--- src/rtl/seven_segment_mmio_ctrl.sv ---
// seven_segment_mmio_ctrl
//   Memory-mapped 8-digit hex display controller. Firmware writes a 32-bit value (DATA), a
//   per-digit blank mask (BLANK) and an enable (CTRL.en). While enabled, the block scans the
//   digits one at a time: each digit slot lasts REFRESH_DIV cycles, and the first DEADTIME
//   cycles of every slot drive all anodes off so the previous digit does not ghost.
//
// Ports
//   sys_clk                     system clock, rising edge
//   cpu_rst                     asynchronous active-low reset
//   bus_req/bus_we/bus_addr     single-cycle access strobe, direction, byte address
//   bus_wdata/bus_wstrb         write data and byte enables
//   bus_rdata/bus_ack           registered read data and one-cycle acknowledge
//   seven_segment_control_field [14:7] anodes an7..an0, [6:0] segments gfedcba, active-low
//
// Register map (bus_addr[3:2])
//   0x0 DATA[31:0] byte-strobed, 0x4 BLANK[7:0], 0x8 CTRL[0] en, 0xC reads 0.

module seven_segment_mmio_ctrl #(
  parameter int unsigned REFRESH_DIV = 65536,
  parameter int unsigned DEADTIME    = 16
) (
  input  logic        sys_clk,
  input  logic        cpu_rst,
  input  logic        bus_req,
  input  logic        bus_we,
  input  logic [3:0]  bus_addr,
  input  logic [31:0] bus_wdata,
  input  logic [3:0]  bus_wstrb,
  output logic [31:0] bus_rdata,
  output logic        bus_ack,
  output logic [14:0] seven_segment_control_field
);

  localparam int unsigned   CntW      = (REFRESH_DIV > 1) ? $clog2(REFRESH_DIV) : 1;
  localparam logic [CntW-1:0] CntMax  = CntW'(REFRESH_DIV - 1);
  localparam logic [14:0]   FieldDark = 15'h7FFF;

  localparam logic [1:0] RegData  = 2'd0;
  localparam logic [1:0] RegBlank = 2'd1;
  localparam logic [1:0] RegCtrl  = 2'd2;

  // Active-low gfedcba pattern for one hex nibble.
  function automatic logic [6:0] hex_to_seg(input logic [3:0] nib);
    logic [6:0] seg;
    unique case (nib)
      4'h0: seg = 7'h40;
      4'h1: seg = 7'h79;
      4'h2: seg = 7'h24;
      4'h3: seg = 7'h30;
      4'h4: seg = 7'h19;
      4'h5: seg = 7'h12;
      4'h6: seg = 7'h02;
      4'h7: seg = 7'h78;
      4'h8: seg = 7'h00;
      4'h9: seg = 7'h10;
      4'hA: seg = 7'h08;
      4'hB: seg = 7'h03;
      4'hC: seg = 7'h46;
      4'hD: seg = 7'h21;
      4'hE: seg = 7'h06;
      4'hF: seg = 7'h0E;
    endcase
    return seg;
  endfunction

  logic [31:0]     data_q, data_d;
  logic [7:0]      blank_q, blank_d;
  logic            en_q, en_d;
  logic [CntW-1:0] cnt_q, cnt_d;
  logic [2:0]      idx_q, idx_d;
  logic [14:0]     field_q, field_d;
  logic            ack_q, ack_d;
  logic [31:0]     rdata_q, rdata_d;

  logic [1:0]  reg_sel;
  logic        wr_en;
  logic [31:0] rd_val;

  // Byte-lane bits of the address carry no meaning for word registers.
  logic unused_addr;
  assign unused_addr = ^bus_addr[1:0];

  assign reg_sel = bus_addr[3:2];
  assign wr_en   = bus_req & bus_we;

  // Bus side: register writes and read-data capture.
  always_comb begin
    rd_val = '0;
    case (reg_sel)
      RegData:  rd_val = data_q;
      RegBlank: rd_val = {24'b0, blank_q};
      RegCtrl:  rd_val = {31'b0, en_q};
      default:  rd_val = '0;
    endcase

    data_d  = data_q;
    blank_d = blank_q;
    en_d    = en_q;
    if (wr_en) begin
      case (reg_sel)
        RegData: begin
          for (int b = 0; b < 4; b++) begin
            if (bus_wstrb[b]) data_d[8*b +: 8] = bus_wdata[8*b +: 8];
          end
        end
        RegBlank: if (bus_wstrb[0]) blank_d = bus_wdata[7:0];
        RegCtrl:  if (bus_wstrb[0]) en_d = bus_wdata[0];
        default: ;
      endcase
    end

    // Read data reflects pre-write state and drops back to 0 with the ack.
    ack_d   = bus_req;
    rdata_d = bus_req ? rd_val : '0;
  end

  // Scan side: the output is computed from the registered counter/index/data, so any
  // register change becomes visible exactly one edge later.
  always_comb begin
    cnt_d   = cnt_q;
    idx_d   = idx_q;
    field_d = FieldDark;
    if (en_q) begin
      if (cnt_q == CntMax) begin
        cnt_d = '0;
        idx_d = idx_q + 3'd1;
      end else begin
        cnt_d = cnt_q + CntW'(1);
      end
      if ((32'(cnt_q) >= DEADTIME) && !blank_q[idx_q]) begin
        field_d = {~(8'b1 << idx_q), hex_to_seg(data_q[{idx_q, 2'b00} +: 4])};
      end
    end else begin
      // Disabled: park at the start of digit 0 so re-enable begins with dead-time.
      cnt_d = '0;
      idx_d = '0;
    end
  end

  always_ff @(posedge sys_clk or negedge cpu_rst) begin
    if (!cpu_rst) begin
      data_q  <= '0;
      blank_q <= 8'hFF;
      en_q    <= 1'b0;
      cnt_q   <= '0;
      idx_q   <= '0;
      field_q <= FieldDark;
      ack_q   <= 1'b0;
      rdata_q <= '0;
    end else begin
      data_q  <= data_d;
      blank_q <= blank_d;
      en_q    <= en_d;
      cnt_q   <= cnt_d;
      idx_q   <= idx_d;
      field_q <= field_d;
      ack_q   <= ack_d;
      rdata_q <= rdata_d;
    end
  end

  assign bus_ack                     = ack_q;
  assign bus_rdata                   = rdata_q;
  assign seven_segment_control_field = field_q;

endmodule
--- config.mk ---
export PLATFORM = sky130hd
export DESIGN_NAME = seven_segment_mmio_ctrl
export DESIGN_NICKNAME = d
export VERILOG_FILES = /design/src/rtl/seven_segment_mmio_ctrl.sv
export SDC_FILE = /design/constraint.sdc
export NUM_CORES = 1
export LEC_CHECK = 0
export BUFFER_PORTS_ARGS = -buffer_cell sky130_fd_sc_hd__clkbuf_2
export CORE_MARGIN = 8
export CORE_UTILIZATION = 45
export CTS_BUF_LIST = sky130_fd_sc_hd__clkbuf_8
export CTS_CLUSTER_SIZE = 16
export DETAILED_ROUTE_END_ITERATION = 8
export PLACE_DENSITY = 0.63
export SKIP_LAST_GASP = 1
export SLEW_MARGIN = 0
export SYNTH_ARGS = -nofsm -noshare
export SYNTH_HDL_FRONTEND = slang
export SYNTH_SLANG_ARGS = --single-unit
--- constraint.sdc ---
create_clock -name sys_clk -period 6.38 [get_ports sys_clk]
set_input_delay 0.957 -clock sys_clk [delete_from_list [all_inputs] [get_ports sys_clk]]
set_output_delay 0.957 -clock sys_clk [all_outputs]
set_load 0.05 [all_outputs]
After elaboration in Yosys (flattened, before gate mapping)
Memory sizes are Yosys's and may differ from the RTL's. Cells that the tools add are included.

Input port bits: 44. Bits in registers: 108. Bits in read-only memories: 112. Word-level logic and storage cells: 43. Memories: 1. Output and inout bits: 48.

Reductions and logical operators: 9. Add/sub/neg operators: 2. Shift-type cells: 2. Bitwise logic cells: 2. Mux-type cells: 10. Magnitude comparators: 2. Equal/unequal tests: 4.

Memories: (name not given) (depth 16, width 7, read ports 1, clocked after Yosys merged registers in 0, write ports 0, RTL line 45) `unique case (nib)`.

Operator list (number): case mux 32 bit (3 select lines) (1); 2-to-1 mux 16 bit (2); 2-to-1 mux 32 bit (1); indexed part select 32 x 6 -> 4 bit (1); 2-to-1 mux 15 bit (2); AND reduction 3 bit (6); adder 16 x 1 -> 16 bit, second input constant (1); == test 16 bit, second input constant (1); >= comparator 16 x 5 -> 1 bit, second input constant (1); NOT 8 bit (1); left shift 1 x 3 -> 8 bit, first input constant (1); 2-to-1 mux 3 bit (2); less-than comparator 3 x 4 -> 1 bit, second input constant (1); adder 3 x 1 -> 3 bit, second input constant (1); binary-select mux 1 bit (select 3 bit) (1); == test 2 x 1 -> 1 bit, second input constant (1); == test 2 bit, second input constant (1); zero test 2 bit (1); != test 2 x 1 -> 1 bit, second input constant (1); bitwise AND 1 bit (1); logical AND 1 bit (1); zero test 1 bit (1); 2-to-1 mux 1 bit (1).

Depth between registers and ports, before layout
Gate-level depths: netlist of the first run.

Depth in word-level cells: 6. Gate-level depth with buffers: 10. Depth with buffers taken out: 9.

Worst setup path before layout of the first run
No wires, ideal clock.

Kind: flip-flop to flip-flop. Start: register idx_q[0]. End: register field_q[3] (netlist: seven_segment_control_field[3]). Cell stages (with the launch flop): 10. Slack: 4.182 ns. Required time: 6.302 ns. Library setup time: 0.078 ns. Buffers on the path: 1. Arrival time: 2.120 ns. Clock period less this slack: 2.198 ns. Cell sequence: dfrtp_1 > buf_6 > mux4_1 > mux2_2 > inv_1 > ha_1 > inv_1 > mux2_1 > mux2i_1 > nand2_1.

Word-level cells in the longest chain between the ends: 6. Elaborated cells between the ends (all ways): 8. Those cells by class: 1 x shift; 4 x mux; 2 x reduce/logical; 1 x memory.

RTL lines: start, declared (RTL line 70) `logic [2:0] idx_q, idx_d;`; start signal, assigned (RTL line 155) `idx_q <= idx_d;`; parallel branches: the longest is 4 deep, another holds memory (16 x 7 bit); 2-to-1 mux 15 bit (*) (RTL line 130) `if ((32'(cnt_q) >= DEADTIME) && !blank_q[idx_q]) begin`; 2-to-1 mux 15 bit (*) (RTL line 123) `if (en_q) begin`; named net field_d[3] (RTL line 71) `logic [14:0] field_q, field_d;`; end signal, assigned (RTL line 147) `field_q <= FieldDark;`; end signal, assigned (RTL line 156) `field_q <= field_d;`; end, declared (RTL line 71).

Mark *: on every way through the listed nets, which the timed path passes. The select of a mux whose other input is x is not followed. A chain may end at the register's enable or synchronous reset.

Final worst setup path of the first run
Same ends and word-level chain as after synthesis.

==> report_table.html, run 1 <==
<table>
<tr><th>Metric</th><th>Value</th></tr>
<tr><th colspan="2">Worst hold path</th></tr>
<tr><td>Hold Crit Depth</td><td>1</td></tr>
<tr><td>Startpoint of the lowest-slack hold path</td><td>data_q[17]</td></tr>
<tr><td>Type of the most critical hold path</td><td>flop to flop</td></tr>
<tr><td>Terminating pin of the worst hold path</td><td>bus_rdata[17]</td></tr>
<tr><th colspan="2">Floorplanning</th></tr>
<tr><td>Floorplan row count</td><td>37</td></tr>
<tr><td>Core ar.</td><td>0.0102 sq mm</td></tr>
<tr><td>Die height</td><td>118 um</td></tr>
<tr><td>Die area</td><td>0.0140 sq mm</td></tr>
<tr><td>Initial standard-cell utilization of the core</td><td>46.1%</td></tr>
<tr><td>Boundary Pins</td><td>92</td></tr>
<tr><td>Overall die width</td><td>between 100 and 150 um</td></tr>
<tr><th colspan="2">Drt</th></tr>
<tr><td>Detailed Route WL</td><td>9640 um</td></tr>
<tr><td>TritonRoute pass-1 iters</td><td>4</td></tr>
<tr><td>Mean number of vias per cell</td><td>4.90</td></tr>
<tr><td>DRC Markers</td><td>0</td></tr>
<tr><td>Count of routing violations after the opening detailed-route iteration</td><td>76</td></tr>
<tr><td>Count of nets left with antenna violations after detail routing</td><td>0</td></tr>
<tr><td>Vias</td><td>2,859</td></tr>
<tr><td>Average detailed-routed wire length per instance</td><td>16.5 um</td></tr>
<tr><th colspan="2">Critical path</th></tr>
<tr><td>Endpoint of the worst register-to-register path</td><td>seven_segment_control_field[3]</td></tr>
<tr><td>Library cell contributing the largest single delay on the critical path</td><td>sky130_fd_sc_hd__dfrtp_1</td></tr>
<tr><td>Largest driver fanout on the critical path</td><td>13</td></tr>
<tr><td>Worst stage delay on the critical path</td><td>around 830 ps</td></tr>
<tr><td>Internal reg-to-reg setup slack</td><td>~3500 ps</td></tr>
<tr><td>Worst path arrival time</td><td>3170 ps</td></tr>
<tr><td>Worst setup path class</td><td>flop to flop</td></tr>
<tr><td>Critical path buffer and inverter count</td><td>0</td></tr>
<tr><td>CP Launch Type</td><td>flop</td></tr>
<tr><td>Type of destination of the critical path</td><td>flop</td></tr>
<tr><td>WP data required</td><td>about 6700 ps</td></tr>
<tr><td>Worst R2R Path Depth</td><td>5</td></tr>
<tr><td>CP most frequent cell</td><td>sky130_fd_sc_hd__mux2i_1</td></tr>
<tr><td>Critical Path, Cell by Cell</td><td>mux4_2 -&gt; mux2i_1 -&gt; mux2_1 -&gt; mux2i_1 -&gt; nand2_1</td></tr>
<tr><td>Worst reg2reg path startpoint</td><td>idx_q[0]</td></tr>
<tr><td>Family of cells with the greatest summed delay on the critical path</td><td>multiplexers</td></tr>
<tr><th colspan="2">Logic synthesis</th></tr>
<tr><td>Flops &amp; latches, synth</td><td>roughly 110</td></tr>
<tr><td>Dominant combinational cell family by area after synthesis</td><td>multiplexers</td></tr>
<tr><td>Cell type with the largest total area after synthesis</td><td>sky130_fd_sc_hd__dfrtp_1</td></tr>
<tr><td>Fraction of the mapped netlist area in simple logic gates</td><td>12.3%</td></tr>
<tr><td>Ys flop type</td><td>sky130_fd_sc_hd__dfrtp_1</td></tr>
<tr><td>Xor-xnor portion of the synthesized cell area</td><td>between 2 and 3%</td></tr>
<tr><td>Share of async-settable or async-resettable flops after synthesis</td><td>100%</td></tr>
<tr><td>Synth Area in Compound Gates</td><td>1.67%</td></tr>
<tr><td>Yosys warning total</td><td>0</td></tr>
<tr><td>Post-Synthesis Cells</td><td>351</td></tr>
<tr><td>EDFF count, synth</td><td>0</td></tr>
<tr><td>Net count after synthesis</td><td>409</td></tr>
<tr><td>Area of the mapped netlist</td><td>0.00471 sq mm</td></tr>
<tr><td>Average cell area after synthesis</td><td>13.4 sq um</td></tr>
<tr><td>Multiplexer share of the synthesized area</td><td>between 10% and 20%</td></tr>
<tr><td>Yosys cell types</td><td>43</td></tr>
<tr><td>Sequential-to-total area share from yosys stat</td><td>57.9%</td></tr>
<tr><td>Top cells by area in the synthesized netlist</td><td>sky130_fd_sc_hd__dfrtp_1, sky130_fd_sc_hd__dfstp_2, sky130_fd_sc_hd__mux2_2, sky130_fd_sc_hd__mux4_1, sky130_fd_sc_hd__and2_1</td></tr>
<tr><td>Adder-Cell Fraction of Synth Area</td><td>3.72%</td></tr>
<tr><td>Area share of the largest cell type after synthesis</td><td>45.1%</td></tr>
<tr><th colspan="2">Clock network</th></tr>
<tr><td>Depth of the CTS H-tree</td><td>3</td></tr>
<tr><td>Number of clock sinks</td><td>about 110</td></tr>
<tr><td>Hold bufs inserted after CTS</td><td>0</td></tr>
<tr><td>Clock latency at the later pin of the worst-skew pair</td><td>370 ps</td></tr>
<tr><td>Max Buffers Root-to-Sink</td><td>2</td></tr>
<tr><td>Clock tree root driver cell</td><td>sky130_fd_sc_hd__clkbuf_8</td></tr>
<tr><td>Number of clock buffers inserted by TritonCTS</td><td>9</td></tr>
<tr><td>Clock tree from TritonCTS</td><td>yes</td></tr>
<tr><td>Total setup buffers inserted after CTS</td><td>0</td></tr>
<tr><td>Clock slew at reported path FFs</td><td>100 ps</td></tr>
<tr><td>CTS resizes</td><td>0</td></tr>
<tr><th colspan="2">Timing</th></tr>
<tr><td>F_max</td><td>0.348 GHz</td></tr>
<tr><td>Setup ws final</td><td>between 3000 and 4000 ps</td></tr>
<tr><td>Finish-stage setup viols</td><td>0</td></tr>
<tr><td>Relative slew margins</td><td>around 33%</td></tr>
<tr><td>Final-layout setup total negative slack</td><td>0 ps</td></tr>
<tr><td>Clock tree skew after final layout</td><td>11.0 ps</td></tr>
<tr><td>Shortest clock period the worst path allows after layout</td><td>2880 ps</td></tr>
<tr><td>Unrepaired setup endpoints after global routing</td><td>false</td></tr>
<tr><td>Hold violation total from the final report</td><td>0</td></tr>
<tr><td>Post-route fraction of the period consumed by the critical path</td><td>a little under half</td></tr>
<tr><td>Final Slew Violations</td><td>0</td></tr>
<tr><td>Measured slew at the worst slew-check pin</td><td>about 1000 ps</td></tr>
<tr><th colspan="2">Cells and area</th></tr>
<tr><td>Layout area overhead</td><td>17.0%</td></tr>
<tr><td>Layout fillers</td><td>890</td></tr>
<tr><td>Final design utilization</td><td>53.9%</td></tr>
<tr><td>Fin nets</td><td>500</td></tr>
<tr><td>Non-filler instance count after layout</td><td>583</td></tr>
<tr><td># diodes</td><td>0</td></tr>
<tr><td>Top library cells by usage in the layout, fill and taps aside</td><td>sky130_fd_sc_hd__clkbuf_2, sky130_fd_sc_hd__dfrtp_1, sky130_fd_sc_hd__mux2_2</td></tr>
<tr><td>Layout cell share with drive strength beyond 1</td><td>between 40 and 50%</td></tr>
<tr><td>Most common cell after layout, fill and taps aside</td><td>sky130_fd_sc_hd__clkbuf_2</td></tr>
<tr><th colspan="2">Global routing</th></tr>
<tr><td>Pin count of the biggest net entering global routing</td><td>65</td></tr>
<tr><td>Wire length of the first global-routing pass</td><td>15,700 um</td></tr>
<tr><td>Total grt overflow</td><td>0</td></tr>
<tr><td>Global-route usage over all layers</td><td>between 10 and 15%</td></tr>
<tr><td>Number of global-route vias before repair</td><td>about 3,100</td></tr>
<tr><td>Number of antenna violations at the first check in global routing</td><td>0</td></tr>
<tr><th colspan="2">Placement</th></tr>
<tr><td>Post-placement cell count</td><td>567</td></tr>
<tr><td>Pre-CTS setup slack</td><td>3520 ps</td></tr>
<tr><td>PortBufs</td><td>89</td></tr>
<tr><td>Gp weighted congestion</td><td>roughly 0.83</td></tr>
<tr><td>DP Wirelength</td><td>6890 um</td></tr>
<tr><th colspan="2">Flow run</th></tr>
<tr><td>Max Cap Viol</td><td>0</td></tr>
<tr><th colspan="2">Power</th></tr>
<tr><td>Power consumption</td><td>around 1.5 mW</td></tr>
<tr><td>Static Leakage</td><td>approximately 2.6 nW</td></tr>
<tr><td>Cell area power density</td><td>281 mW/mm^2</td></tr>
<tr><td>Worst vdd rail ir drop</td><td>0.168 mV</td></tr>
<tr><th colspan="2">Outcome</th></tr>
<tr><td>Result of the run</td><td>finished clean</td></tr>
</table>
==> state kept, by name, indices dropped and copies added (netlist names) <==
register                     count
blank_q                          8
bus_ack                          1
bus_rdata                       32
cnt_q                           16
data_q                          32
en_q                             1
idx_q                            3
seven_segment_control_field     15
==> routing by layer <==
layer / wire length, um / part of all wire [%] / track usage [%] / vias to the layer above
met5: 0 / 0 / 0 / -
met4: 225 / 2.3 / 7.37 / 0
met3: 525 / 5.4 / 4.33 / 15
met2: 4640 / 48 / 22.6 / 61
met1: 4250 / 44 / 17.0 / 1390
li1: - / - / - / 1393
==> power breakdown <==
part           internal, mW  total (mW)  leakage (nW)  switching [mW]
clock network         0.231       0.457         0.105           0.226
registers             0.769       0.822          1.36          0.0532
logic                 0.121       0.269          1.16           0.148
total                  1.12        1.55          2.63           0.427
==> worst max path at each step <==
stage | cells past startpoint | start | end | slack (ps)
after floorplan | 9 | idx_q[0] | seven_segment_control_field[3] | 4180
after global placement | 5 | idx_q[0] | seven_segment_control_field[3] | 3540
after detailed placement | 5 | idx_q[0] | seven_segment_control_field[3] | 3520
after CTS | 5 | idx_q[0] | seven_segment_control_field[3] | 3490
after global routing | 5 | idx_q[0] | seven_segment_control_field[3] | 3240
final | 5 | idx_q[0] | seven_segment_control_field[3] | 3500
==> synthesized netlist by cell type, types with 8 or more instances <==
| cell | count |
|---|---|
| sky130_fd_sc_hd__nand2_1 | 21 |
| sky130_fd_sc_hd__ha_1 | 14 |
| sky130_fd_sc_hd__mux2_2 | 42 |
| sky130_fd_sc_hd__dfstp_2 | 23 |
| sky130_fd_sc_hd__dfrtp_1 | 85 |
| sky130_fd_sc_hd__mux2i_1 | 14 |
| sky130_fd_sc_hd__nor2_1 | 26 |
| sky130_fd_sc_hd__mux4_1 | 8 |
| sky130_fd_sc_hd__inv_1 | 10 |
| sky130_fd_sc_hd__and2_1 | 29 |
| sky130_fd_sc_hd__xnor2_1 | 8 |
| sky130_fd_sc_hd__nand3_1 | 14 |
==> cell families (layout without fill, tap and decap cells) <==
group / count (synthesis) / in the layout
xor gates and xnor gates: 15 / 15
adders and majority gates: 14 / 14
and+or+nand+nor: 112 / 112
AOI/OAI and AO/OA: 11 / 11
muxes: 69 / 69
DFF: 108 / 108
buffers and inverters: 22 / 118
==> through the flow <==
stage | hold WS (ps) | area [sq um]
after floorplan | 462 | 4710
after global placement | 476 | 5290
after detailed placement | 482 | 5290
after CTS | 507 | 5520
after global routing | 521 | 5520
final | 501 | 5520
==> worst register-to-register path: stages (launching register included) <==
cell,delay (ps)
sky130_fd_sc_hd__dfrtp_1,830
sky130_fd_sc_hd__mux4_2,600
sky130_fd_sc_hd__mux2i_1,780
sky130_fd_sc_hd__mux2_1,390
sky130_fd_sc_hd__mux2i_1,130
sky130_fd_sc_hd__nand2_1,70
==> layout make-up <==
class / count / area, sq um / area share, %
clock buffers: 10 / 138 / 2.49
repair buffers: 91 / 463 / 8.39
flip-flops and latches: 108 / 2730 / 49.5
well taps: 136 / 170 / 3.08
multi-input cells: 221 / 1890 / 34.2
inverters: 11 / 41.3 / 0.748
clock inverters: 6 / 87.6 / 1.59
Note: power is estimated with default switching activity, not from simulation.
==> run 2, diff against run 1 <==
--- a/config.mk
+++ b/config.mk
@@ -5,13 +5,14 @@
 export SDC_FILE = /design/constraint.sdc
 export NUM_CORES = 1
 export LEC_CHECK = 0
+export ABC_AREA = 1
 export BUFFER_PORTS_ARGS = -buffer_cell sky130_fd_sc_hd__clkbuf_2
 export CORE_MARGIN = 8
 export CORE_UTILIZATION = 45
 export CTS_BUF_LIST = sky130_fd_sc_hd__clkbuf_8
 export CTS_CLUSTER_SIZE = 16
 export DETAILED_ROUTE_END_ITERATION = 8
-export PLACE_DENSITY = 0.63
+export PLACE_DENSITY = 0.65
 export SKIP_LAST_GASP = 1
 export SLEW_MARGIN = 0
 export SYNTH_ARGS = -nofsm -noshare
==> constraint.sdc (replaced) <==
create_clock -name sys_clk -period 2.4 [get_ports sys_clk]
set_input_delay 0.36 -clock sys_clk [delete_from_list [all_inputs] [get_ports sys_clk]]
set_output_delay 0.36 -clock sys_clk [all_outputs]
set_load 0.05 [all_outputs]
==> report_table.html, run 2 <==
<table>
<tr><th>Metric</th><th>Value</th></tr>
<tr><th colspan="2">Critical path</th></tr>
<tr><td>Worst reg2reg path startpoint</td><td>idx_q[0]</td></tr>
<tr><td>Startpoint of the worst setup timing path</td><td>idx_q[0]</td></tr>
<tr><td>Library cell contributing the largest single delay on the critical path</td><td>sky130_fd_sc_hd__dfrtp_1</td></tr>
<tr><td>CP Launch Type</td><td>flop</td></tr>
<tr><td>Worst path arrival time</td><td>2330 ps (-840 ps)</td></tr>
<tr><td>Family of cells with the greatest summed delay on the critical path</td><td>simple AND/OR/NAND/NOR gates</td></tr>
<tr><td>Internal reg-to-reg setup slack</td><td>360 ps (-3140 ps)</td></tr>
<tr><td>Type of destination of the critical path</td><td>flop</td></tr>
<tr><td>Largest driver fanout on the critical path</td><td>23 (+10)</td></tr>
<tr><td>CP most frequent cell</td><td>sky130_fd_sc_hd__nand2_1</td></tr>
<tr><td>Worst stage delay on the critical path</td><td>400 ps (-430 ps)</td></tr>
<tr><td>WP data required</td><td>2690 ps (-3980 ps)</td></tr>
<tr><td>Worst setup path class</td><td>flop to flop</td></tr>
<tr><td>Critical path buffer and inverter count</td><td>2 (+2)</td></tr>
<tr><td>Critical Path, Cell by Cell</td><td>inv_2 -&gt; nand2_1 -&gt; nand3_1 -&gt; nand2_1 -&gt; o21ai_2 -&gt; inv_1 -&gt; ha_1 -&gt; nand3_1 -&gt; nand2_1 -&gt; nand2_1 -&gt; nand3_1</td></tr>
<tr><th colspan="2">Global routing</th></tr>
<tr><td>Number of antenna violations at the first check in global routing</td><td>0 (unchanged)</td></tr>
<tr><td>Number of global-route vias before repair</td><td>3,870 (+25%)</td></tr>
<tr><td>Pin count of the biggest net entering global routing</td><td>54 (-17%)</td></tr>
<tr><td>Global routing's busiest layer</td><td>met2</td></tr>
<tr><td>Global-route track usage on met1</td><td>20.6% (+3.6 points)</td></tr>
<tr><td>Total grt overflow</td><td>0 (unchanged)</td></tr>
<tr><td>Met3 track utilization from global routing</td><td>3.58% (-0.75 points)</td></tr>
<tr><td>Global routing met2 resource utilization</td><td>25.7% (+3.0 points)</td></tr>
<tr><td>Wire length of the first global-routing pass</td><td>18,700 um (+19%)</td></tr>
<tr><td>Global-route usage over all layers</td><td>15.9% (+1.8 points)</td></tr>
<tr><th colspan="2">Drt</th></tr>
<tr><td>Average detailed-routed wire length per instance</td><td>14.1 um (-15%)</td></tr>
<tr><td>Mean number of vias per cell</td><td>4.95 (+0.99%)</td></tr>
<tr><td>Count of nets left with antenna violations after detail routing</td><td>0 (unchanged)</td></tr>
<tr><td>TritonRoute pass-1 iters</td><td>4 (unchanged)</td></tr>
<tr><td>DRC Markers</td><td>0 (unchanged)</td></tr>
<tr><td>Count of routing violations after the opening detailed-route iteration</td><td>341 (+350%)</td></tr>
<tr><td>Vias</td><td>3,942 (+38%)</td></tr>
<tr><td>Detailed Route WL</td><td>11,200 um (+16%)</td></tr>
<tr><th colspan="2">Logic synthesis</th></tr>
<tr><td>Yosys cell types</td><td>36 (-16%)</td></tr>
<tr><td>Ys flop type</td><td>sky130_fd_sc_hd__dfrtp_1</td></tr>
<tr><td>EDFF count, synth</td><td>0 (unchanged)</td></tr>
<tr><td>Top cells by area in the synthesized netlist</td><td>sky130_fd_sc_hd__dfrtp_1, sky130_fd_sc_hd__dfstp_2, sky130_fd_sc_hd__nand2_1, sky130_fd_sc_hd__nand3_1, sky130_fd_sc_hd__inv_1</td></tr>
<tr><td>Average cell area after synthesis</td><td>8.83 sq um (-34%)</td></tr>
<tr><td>Area share of the largest cell type after synthesis</td><td>42.7% (-2.4 points)</td></tr>
<tr><td>Area of the mapped netlist</td><td>0.00498 sq mm (+5.7%)</td></tr>
<tr><td>Post-Synthesis Cells</td><td>564 (+61%)</td></tr>
<tr><td>Most common library cells after synthesis</td><td>sky130_fd_sc_hd__nand2_1, sky130_fd_sc_hd__dfrtp_1, sky130_fd_sc_hd__inv_1</td></tr>
<tr><td>Sequential-to-total area share from yosys stat</td><td>54.8% (-3.1 points)</td></tr>
<tr><td>Top-count cell post-synth</td><td>sky130_fd_sc_hd__nand2_1</td></tr>
<tr><td>Net count after synthesis</td><td>622 (+52%)</td></tr>
<tr><td>Flops &amp; latches, synth</td><td>108 (unchanged)</td></tr>
<tr><td>Yosys warning total</td><td>0 (unchanged)</td></tr>
<tr><td>Cell type with the largest total area after synthesis</td><td>sky130_fd_sc_hd__dfrtp_1</td></tr>
<tr><td>Share of async-settable or async-resettable flops after synthesis</td><td>100% (unchanged)</td></tr>
<tr><th colspan="2">Floorplanning</th></tr>
<tr><td>Boundary Pins</td><td>92 (unchanged)</td></tr>
<tr><td>Overall die width</td><td>121 um (+2.4%)</td></tr>
<tr><td>Die area</td><td>0.0147 sq mm (+4.9%)</td></tr>
<tr><td>Floorplan row count</td><td>38 (+2.7%)</td></tr>
<tr><td>Initial standard-cell utilization of the core</td><td>45.9% (-0.13 points)</td></tr>
<tr><td>Core ar.</td><td>0.0108 sq mm (+6.0%)</td></tr>
<tr><td>Die height</td><td>121 um (+2.4%)</td></tr>
<tr><th colspan="2">Placement</th></tr>
<tr><td>Pre-CTS setup slack</td><td>405 ps (-3120 ps)</td></tr>
<tr><td>PortBufs</td><td>89 (unchanged)</td></tr>
<tr><td>Post-placement cell count</td><td>780 (+38%)</td></tr>
<tr><td>Total cell area at the placement stage</td><td>0.00554 sq mm (+4.8%)</td></tr>
<tr><td>Gp weighted congestion</td><td>0.867 (+5.1%)</td></tr>
<tr><td>DP Wirelength</td><td>8320 um (+21%)</td></tr>
<tr><th colspan="2">Cells and area</th></tr>
<tr><td>Layout fillers</td><td>1,032 (+16%)</td></tr>
<tr><td>Layout area overhead</td><td>15.3%</td></tr>
<tr><td>Top library cells by usage in the layout, fill and taps aside</td><td>sky130_fd_sc_hd__nand2_1, sky130_fd_sc_hd__clkbuf_2, sky130_fd_sc_hd__dfrtp_1</td></tr>
<tr><td>Footprint of the multi-input gates</td><td>0.00187 sq mm (-1.1%)</td></tr>
<tr><td>Register area</td><td>0.00273 sq mm (unchanged)</td></tr>
<tr><td>Layout cell share with drive strength beyond 1</td><td>24.2% (-16 points)</td></tr>
<tr><td># diodes</td><td>0 (unchanged)</td></tr>
<tr><td>Cell area after layout</td><td>0.00574 sq mm (+4.1%)</td></tr>
<tr><td>Most common cell after layout, fill and taps aside</td><td>sky130_fd_sc_hd__nand2_1</td></tr>
<tr><td>Non-filler instance count after layout</td><td>796 (+37%)</td></tr>
<tr><td>Fin nets</td><td>709 (+42%)</td></tr>
<tr><th colspan="2">Timing</th></tr>
<tr><td>Post-route fraction of the period consumed by the critical path</td><td>84.9% (+40 points)</td></tr>
<tr><td>Final Slew Violations</td><td>0 (unchanged)</td></tr>
<tr><td>Shortest clock period the worst path allows after layout</td><td>2040 ps (-839 ps)</td></tr>
<tr><td>Relative slew margins</td><td>50.5% (+18 points)</td></tr>
<tr><td>Final-layout setup total negative slack</td><td>0 ps (unchanged)</td></tr>
<tr><td>Unrepaired setup endpoints after global routing</td><td>false</td></tr>
<tr><td>Setup ws final</td><td>363 ps (-3140 ps)</td></tr>
<tr><td>F_max</td><td>0.491 GHz (+41%)</td></tr>
<tr><td>Hold violation total from the final report</td><td>0 (unchanged)</td></tr>
<tr><td>Finish-stage setup viols</td><td>0 (unchanged)</td></tr>
<tr><td>Measured slew at the worst slew-check pin</td><td>742 ps (-237 ps)</td></tr>
<tr><td>Clock tree skew after final layout</td><td>14.9 ps (+3.89 ps)</td></tr>
<tr><th colspan="2">Clock network</th></tr>
<tr><td>Hold bufs inserted after CTS</td><td>0 (unchanged)</td></tr>
<tr><td>Number of clock sinks</td><td>108 (unchanged)</td></tr>
<tr><td>Clock tree from TritonCTS</td><td>yes</td></tr>
<tr><td>Clock latency at the later pin of the worst-skew pair</td><td>370 ps (about the same)</td></tr>
<tr><td>Total setup buffers inserted after CTS</td><td>0 (unchanged)</td></tr>
<tr><td>CTS resizes</td><td>0 (unchanged)</td></tr>
<tr><td>Number of clock buffers inserted by TritonCTS</td><td>9 (unchanged)</td></tr>
<tr><td>Clock tree root driver cell</td><td>sky130_fd_sc_hd__clkbuf_8</td></tr>
<tr><td>Depth of the CTS H-tree</td><td>3 (unchanged)</td></tr>
<tr><td>Max Buffers Root-to-Sink</td><td>2 (unchanged)</td></tr>
<tr><td>Clock slew at reported path FFs</td><td>100 ps (about the same)</td></tr>
<tr><th colspan="2">Power</th></tr>
<tr><td>Static Leakage</td><td>2.88 nW (+9.7%)</td></tr>
<tr><td>Worst vdd rail ir drop</td><td>0.369 mV (+120%)</td></tr>
<tr><td>Cell area power density</td><td>792 mW/mm^2 (+180%)</td></tr>
<tr><td>Power consumption</td><td>4.55 mW (+190%)</td></tr>
<tr><th colspan="2">Flow run</th></tr>
<tr><td>Max Cap Viol</td><td>0 (unchanged)</td></tr>
<tr><th colspan="2">Worst hold path</th></tr>
<tr><td>Type of the most critical hold path</td><td>primary input to asynchronous set/reset pin</td></tr>
<tr><th colspan="2">Outcome</th></tr>
<tr><td>Result of the run</td><td>finished clean</td></tr>
</table>
## run 2: cell count changes after synthesis, moves of 14 or more
cell,change
sky130_fd_sc_hd__nand2_1,+106
sky130_fd_sc_hd__nand3_1,+45
sky130_fd_sc_hd__a21oi_1,+25
sky130_fd_sc_hd__o21ai_0,+17
sky130_fd_sc_hd__mux2i_1,-14
sky130_fd_sc_hd__nor3_1,+24
sky130_fd_sc_hd__mux2_2,-36
sky130_fd_sc_hd__and2_1,-28
sky130_fd_sc_hd__inv_1,+54
sky130_fd_sc_hd__nor2_1,+24
## run 2: cell type report
cell class                      count  area share, %
Clock buffer                       11           2.64
Clock inverter                      5          0.806
Inverter                           67           4.38
Multi-Input combinational cell    368           32.5
Sequential cell                   108           47.6
Tap cell                          140           3.05
Timing Repair Buffer               97           9.07
## run 2: final timing paths
kind | cells past startpoint | to
setup / recovery | 11 | seven_segment_control_field[5]
max in group asynchronous | 2 | cnt_q[14]
hold reg to reg | 2 | blank_q[6]
min in group sys_clk | 3 | blank_q[2]
setup reg to reg | 11 | seven_segment_control_field[5]
hold / removal | 1 | bus_rdata[12]
## run 2: cell families after synthesis
group,synth area share [%]
flops,54.8
mux,1.36
simple gates,26.0
compound gates,6.03
buf+inv,7.71
fa+ha+maj,3.52
xor+xnor,0.528
## run 2: per-stage QoR
| stage | hold slack [ps] | utilization [%] |
|---|---|---|
| after CTS | 27.4 | 53.0 |
| after global routing | 70.9 | 53.0 |
| final | 15.8 | 53.0 |
| after floorplan | 64.4 | - |
| after global placement | 433 | 51.1 |
| after detailed placement | 435 | 51.1 |
## run 2: metal layers
| layer | vias up | part of all wire [%] |
|---|---|---|
| met4 | 0 | 1.5 |
| li1 | 1971 | - |
| met2 | 100 | 48 |
| met1 | 1858 | 45 |
| met3 | 13 | 6.3 |
| met5 | - | 0 |
## run 2: power breakdown
part / switching [mW] / internal, mW
clock network: 0.583 / 0.528
logic: 0.886 / 0.412
registers: 0.110 / 2.03
==> run 3, diff against run 2 <==
--- a/config.mk
+++ b/config.mk
@@ -5,14 +5,14 @@
 export SDC_FILE = /design/constraint.sdc
 export NUM_CORES = 1
 export LEC_CHECK = 0
-export ABC_AREA = 1
+export ABC_AREA = 0
 export BUFFER_PORTS_ARGS = -buffer_cell sky130_fd_sc_hd__clkbuf_2
 export CORE_MARGIN = 8
 export CORE_UTILIZATION = 45
 export CTS_BUF_LIST = sky130_fd_sc_hd__clkbuf_8
 export CTS_CLUSTER_SIZE = 16
 export DETAILED_ROUTE_END_ITERATION = 8
-export PLACE_DENSITY = 0.65
+export PLACE_DENSITY = 0.66
 export SKIP_LAST_GASP = 1
 export SLEW_MARGIN = 0
 export SYNTH_ARGS = -nofsm -noshare
==> constraint.sdc (replaced) <==
create_clock -name sys_clk -period 1.8 [get_ports sys_clk]
set_input_delay 0.27 -clock sys_clk [delete_from_list [all_inputs] [get_ports sys_clk]]
set_output_delay 0.27 -clock sys_clk [all_outputs]
set_load 0.05 [all_outputs]
==> report_table.html, run 3 (synthesized netlist as in run 1, its figures left out) <==
<table>
<tr><th>Metric</th><th>Value</th></tr>
<tr><th colspan="2">Clock network</th></tr>
<tr><td>Clock latency at the later pin of the worst-skew pair</td><td>370 ps (about the same)</td></tr>
<tr><td>Max Buffers Root-to-Sink</td><td>2 (unchanged)</td></tr>
<tr><td>Clock slew at reported path FFs</td><td>110 ps (about the same)</td></tr>
<tr><td>Number of clock sinks</td><td>108 (unchanged)</td></tr>
<tr><td>Depth of the CTS H-tree</td><td>3 (unchanged)</td></tr>
<tr><td>Number of clock buffers inserted by TritonCTS</td><td>9 (unchanged)</td></tr>
<tr><td>Clock tree root driver cell</td><td>sky130_fd_sc_hd__clkbuf_8</td></tr>
<tr><td>Clock tree from TritonCTS</td><td>yes</td></tr>
<tr><th colspan="2">Drt</th></tr>
<tr><td>Mean number of vias per cell</td><td>4.92 (-0.71%)</td></tr>
<tr><td>Average detailed-routed wire length per instance</td><td>16.3 um (+16%)</td></tr>
<tr><td>Count of nets left with antenna violations after detail routing</td><td>0 (unchanged)</td></tr>
<tr><td>Vias</td><td>3,142 (-20%)</td></tr>
<tr><td>Detailed Route WL</td><td>10,400 um (-6.7%)</td></tr>
<tr><td>DRC Markers</td><td>0 (unchanged)</td></tr>
<tr><td>Count of routing violations after the opening detailed-route iteration</td><td>129 (-62%)</td></tr>
<tr><td>TritonRoute pass-1 iters</td><td>4 (unchanged)</td></tr>
<tr><th colspan="2">Worst hold path</th></tr>
<tr><td>Hold Crit Depth</td><td>1</td></tr>
<tr><td>Terminating pin of the worst hold path</td><td>bus_ack</td></tr>
<tr><td>Startpoint of the lowest-slack hold path</td><td>bus_req</td></tr>
<tr><td>Type of the most critical hold path</td><td>primary input to flop</td></tr>
<tr><th colspan="2">Timing</th></tr>
<tr><td>Clock tree skew after final layout</td><td>9.66 ps (-5.22 ps)</td></tr>
<tr><td>Hold slack</td><td>63.4 ps (+47.5 ps)</td></tr>
<tr><td>F_max</td><td>0.472 GHz (-3.8%)</td></tr>
<tr><td>Finish-stage setup viols</td><td>7 (+7)</td></tr>
<tr><td>Shortest clock period the worst path allows after layout</td><td>2120 ps (+80.5 ps)</td></tr>
<tr><td>Relative slew margins</td><td>66.2% (+16 points)</td></tr>
<tr><td>Hold violation total from the final report</td><td>0 (unchanged)</td></tr>
<tr><td>Final Slew Violations</td><td>0 (unchanged)</td></tr>
<tr><td>Post-route fraction of the period consumed by the critical path</td><td>118% (+33 points)</td></tr>
<tr><td>Unrepaired setup endpoints after global routing</td><td>true</td></tr>
<tr><td>Measured slew at the worst slew-check pin</td><td>507 ps (-234 ps)</td></tr>
<tr><td>Setup ws final</td><td>-317 ps (-681 ps)</td></tr>
<tr><th colspan="2">Cells and area</th></tr>
<tr><td>Fin nets</td><td>556 (-22%)</td></tr>
<tr><td>Top library cells by usage in the layout, fill and taps aside</td><td>sky130_fd_sc_hd__clkbuf_2, sky130_fd_sc_hd__dfrtp_1, sky130_fd_sc_hd__buf_4</td></tr>
<tr><td>Most common cell after layout, fill and taps aside</td><td>sky130_fd_sc_hd__clkbuf_2</td></tr>
<tr><td># diodes</td><td>0 (unchanged)</td></tr>
<tr><td>Layout cell share with drive strength beyond 1</td><td>50.1% (+26 points)</td></tr>
<tr><td>Layout area overhead</td><td>27.6%</td></tr>
<tr><td>Final design utilization</td><td>58.8% (+5.8 points)</td></tr>
<tr><td>Cell area after layout</td><td>0.00601 sq mm (+4.8%)</td></tr>
<tr><td>Layout fillers</td><td>882 (-15%)</td></tr>
<tr><th colspan="2">Floorplanning</th></tr>
<tr><td>Die area</td><td>0.0140 sq mm (-4.7%)</td></tr>
<tr><td>Floorplan row count</td><td>37 (-2.6%)</td></tr>
<tr><td>Overall die width</td><td>118 um (-2.4%)</td></tr>
<tr><td>Boundary Pins</td><td>92 (unchanged)</td></tr>
<tr><td>Core ar.</td><td>0.0102 sq mm (-5.6%)</td></tr>
<tr><td>Die height</td><td>118 um (-2.4%)</td></tr>
<tr><td>Initial standard-cell utilization of the core</td><td>46.1% (+0.13 points)</td></tr>
<tr><th colspan="2">Power</th></tr>
<tr><td>Cell area power density</td><td>961 mW/mm^2 (+21%)</td></tr>
<tr><td>Static Leakage</td><td>2.91 nW (+1.2%)</td></tr>
<tr><td>Worst vdd rail ir drop</td><td>0.513 mV (+39%)</td></tr>
<tr><td>Power consumption</td><td>5.78 mW (+27%)</td></tr>
<tr><th colspan="2">Outcome</th></tr>
<tr><td>Result of the run</td><td>finished, violations left</td></tr>
<tr><td>Violated checks</td><td>setup timing</td></tr>
<tr><th colspan="2">Global routing</th></tr>
<tr><td>Pin count of the biggest net entering global routing</td><td>38 (-30%)</td></tr>
<tr><td>Wire length of the first global-routing pass</td><td>17,800 um (-4.7%)</td></tr>
<tr><td>Global-route usage over all layers</td><td>15.7% (-0.20 points)</td></tr>
<tr><td>Total grt overflow</td><td>0 (unchanged)</td></tr>
<tr><td>Number of antenna violations at the first check in global routing</td><td>0 (unchanged)</td></tr>
<tr><td>Number of global-route vias before repair</td><td>3,592 (-7.2%)</td></tr>
<tr><th colspan="2">Placement</th></tr>
<tr><td>PortBufs</td><td>89 (unchanged)</td></tr>
<tr><td>DP Wirelength</td><td>7930 um (-4.7%)</td></tr>
<tr><td>Total cell area at the placement stage</td><td>0.00575 sq mm (+3.7%)</td></tr>
<tr><td>Gp weighted congestion</td><td>0.825 (-4.8%)</td></tr>
<tr><td>Pre-CTS setup slack</td><td>-293 ps (-699 ps)</td></tr>
<tr><th colspan="2">Critical path</th></tr>
<tr><td>Worst path arrival time</td><td>2420 ps (+90 ps)</td></tr>
<tr><td>Type of destination of the critical path</td><td>flop</td></tr>
<tr><td>Largest driver fanout on the critical path</td><td>5 (-78%)</td></tr>
<tr><td>CP Launch Type</td><td>flop</td></tr>
<tr><td>Internal reg-to-reg setup slack</td><td>-320 ps (-680 ps)</td></tr>
<tr><td>Worst setup path class</td><td>flop to flop</td></tr>
<tr><td>Worst reg2reg path startpoint</td><td>idx_q[0]</td></tr>
<tr><td>WP data required</td><td>2110 ps (-580 ps)</td></tr>
<tr><td>Worst R2R Path Depth</td><td>9 (-2)</td></tr>
<tr><td>Endpoint of the worst register-to-register path</td><td>seven_segment_control_field[3]</td></tr>
<tr><th colspan="2">Flow run</th></tr>
<tr><td>Max Cap Viol</td><td>0 (unchanged)</td></tr>
</table>
## run 3: area by class of cell
| cell class | instances | area (sq um) | share of cell area, % |
|---|---|---|---|
| tap | 136 | 170 | 2.83 |
| sequential | 108 | 2730 | 45.4 |
| timing repair buffer | 147 | 922 | 15.3 |
| clock buffer | 10 | 138 | 2.29 |
| inverter | 11 | 46.3 | 0.770 |
| multi-input combinational | 221 | 1940 | 32.2 |
| clock inverter | 6 | 70.1 | 1.16 |
## run 3: worst max-delay path by stage
stage          slack (ps)                        endpoint  depth (start not counted)  startpoint
5_1_grt              -390  seven_segment_control_field[3]                          9    idx_q[0]
4_1_cts              -300  seven_segment_control_field[3]                          9    idx_q[0]
6_report             -320  seven_segment_control_field[3]                          9    idx_q[0]
3_3_place_gp         -230  seven_segment_control_field[3]                          9    idx_q[0]
2_1_floorplan        -280  seven_segment_control_field[3]                          9    idx_q[0]
3_5_place_dp         -290  seven_segment_control_field[3]                         10    idx_q[0]
## run 3: what timing repair did
item / 4_1_cts / 5_1_grt
setup buffers: 2 / 1
hold buffers: 1 / 0
setup endpoints to repair: 15 / 16
hold endpoints to repair: 29 / 0
pin swaps: 0 / 6
resized for setup: 9 / 7
cloned: 0 / 0
## run 3: where the power goes
| part | leakage (nW) | switching (mW) | internal (mW) |
|---|---|---|---|
| registers | 1.36 | 0.178 | 2.73 |
| clock network | 0.108 | 0.847 | 0.697 |
| logic | 1.44 | 0.656 | 0.676 |
| total | 2.91 | 1.68 | 4.10 |
## run 3: worst max-delay path, cell delays in order, from the launching register on
cell                      delay, ps
sky130_fd_sc_hd__dfrtp_1        390
sky130_fd_sc_hd__buf_6          140
sky130_fd_sc_hd__mux4_2         490
sky130_fd_sc_hd__mux2_4         330
sky130_fd_sc_hd__inv_4           80
sky130_fd_sc_hd__ha_4           120
sky130_fd_sc_hd__inv_2           40
sky130_fd_sc_hd__mux2_4         250
sky130_fd_sc_hd__mux2i_1        140
sky130_fd_sc_hd__nand2_1         70
## run 3: metal layers
| layer | share of wire, % | global-route usage (%) | wire [um] |
|---|---|---|---|
| met1 | 44 | 19.5 | 4620 |
| met3 | 4.2 | 3.66 | 437 |
| met2 | 49 | 25.6 | 5150 |
| met4 | 2.3 | 7.53 | 243 |
| met5 | 0 | 0 | 0 |
## run 3: metrics by stage
stage,instances,setup TNS [ps]
final,639,-1500
after global routing,639,-2730
after CTS,639,-1500
after detailed placement,620,-2070
after global placement,620,-1510
after floorplan,351,-714
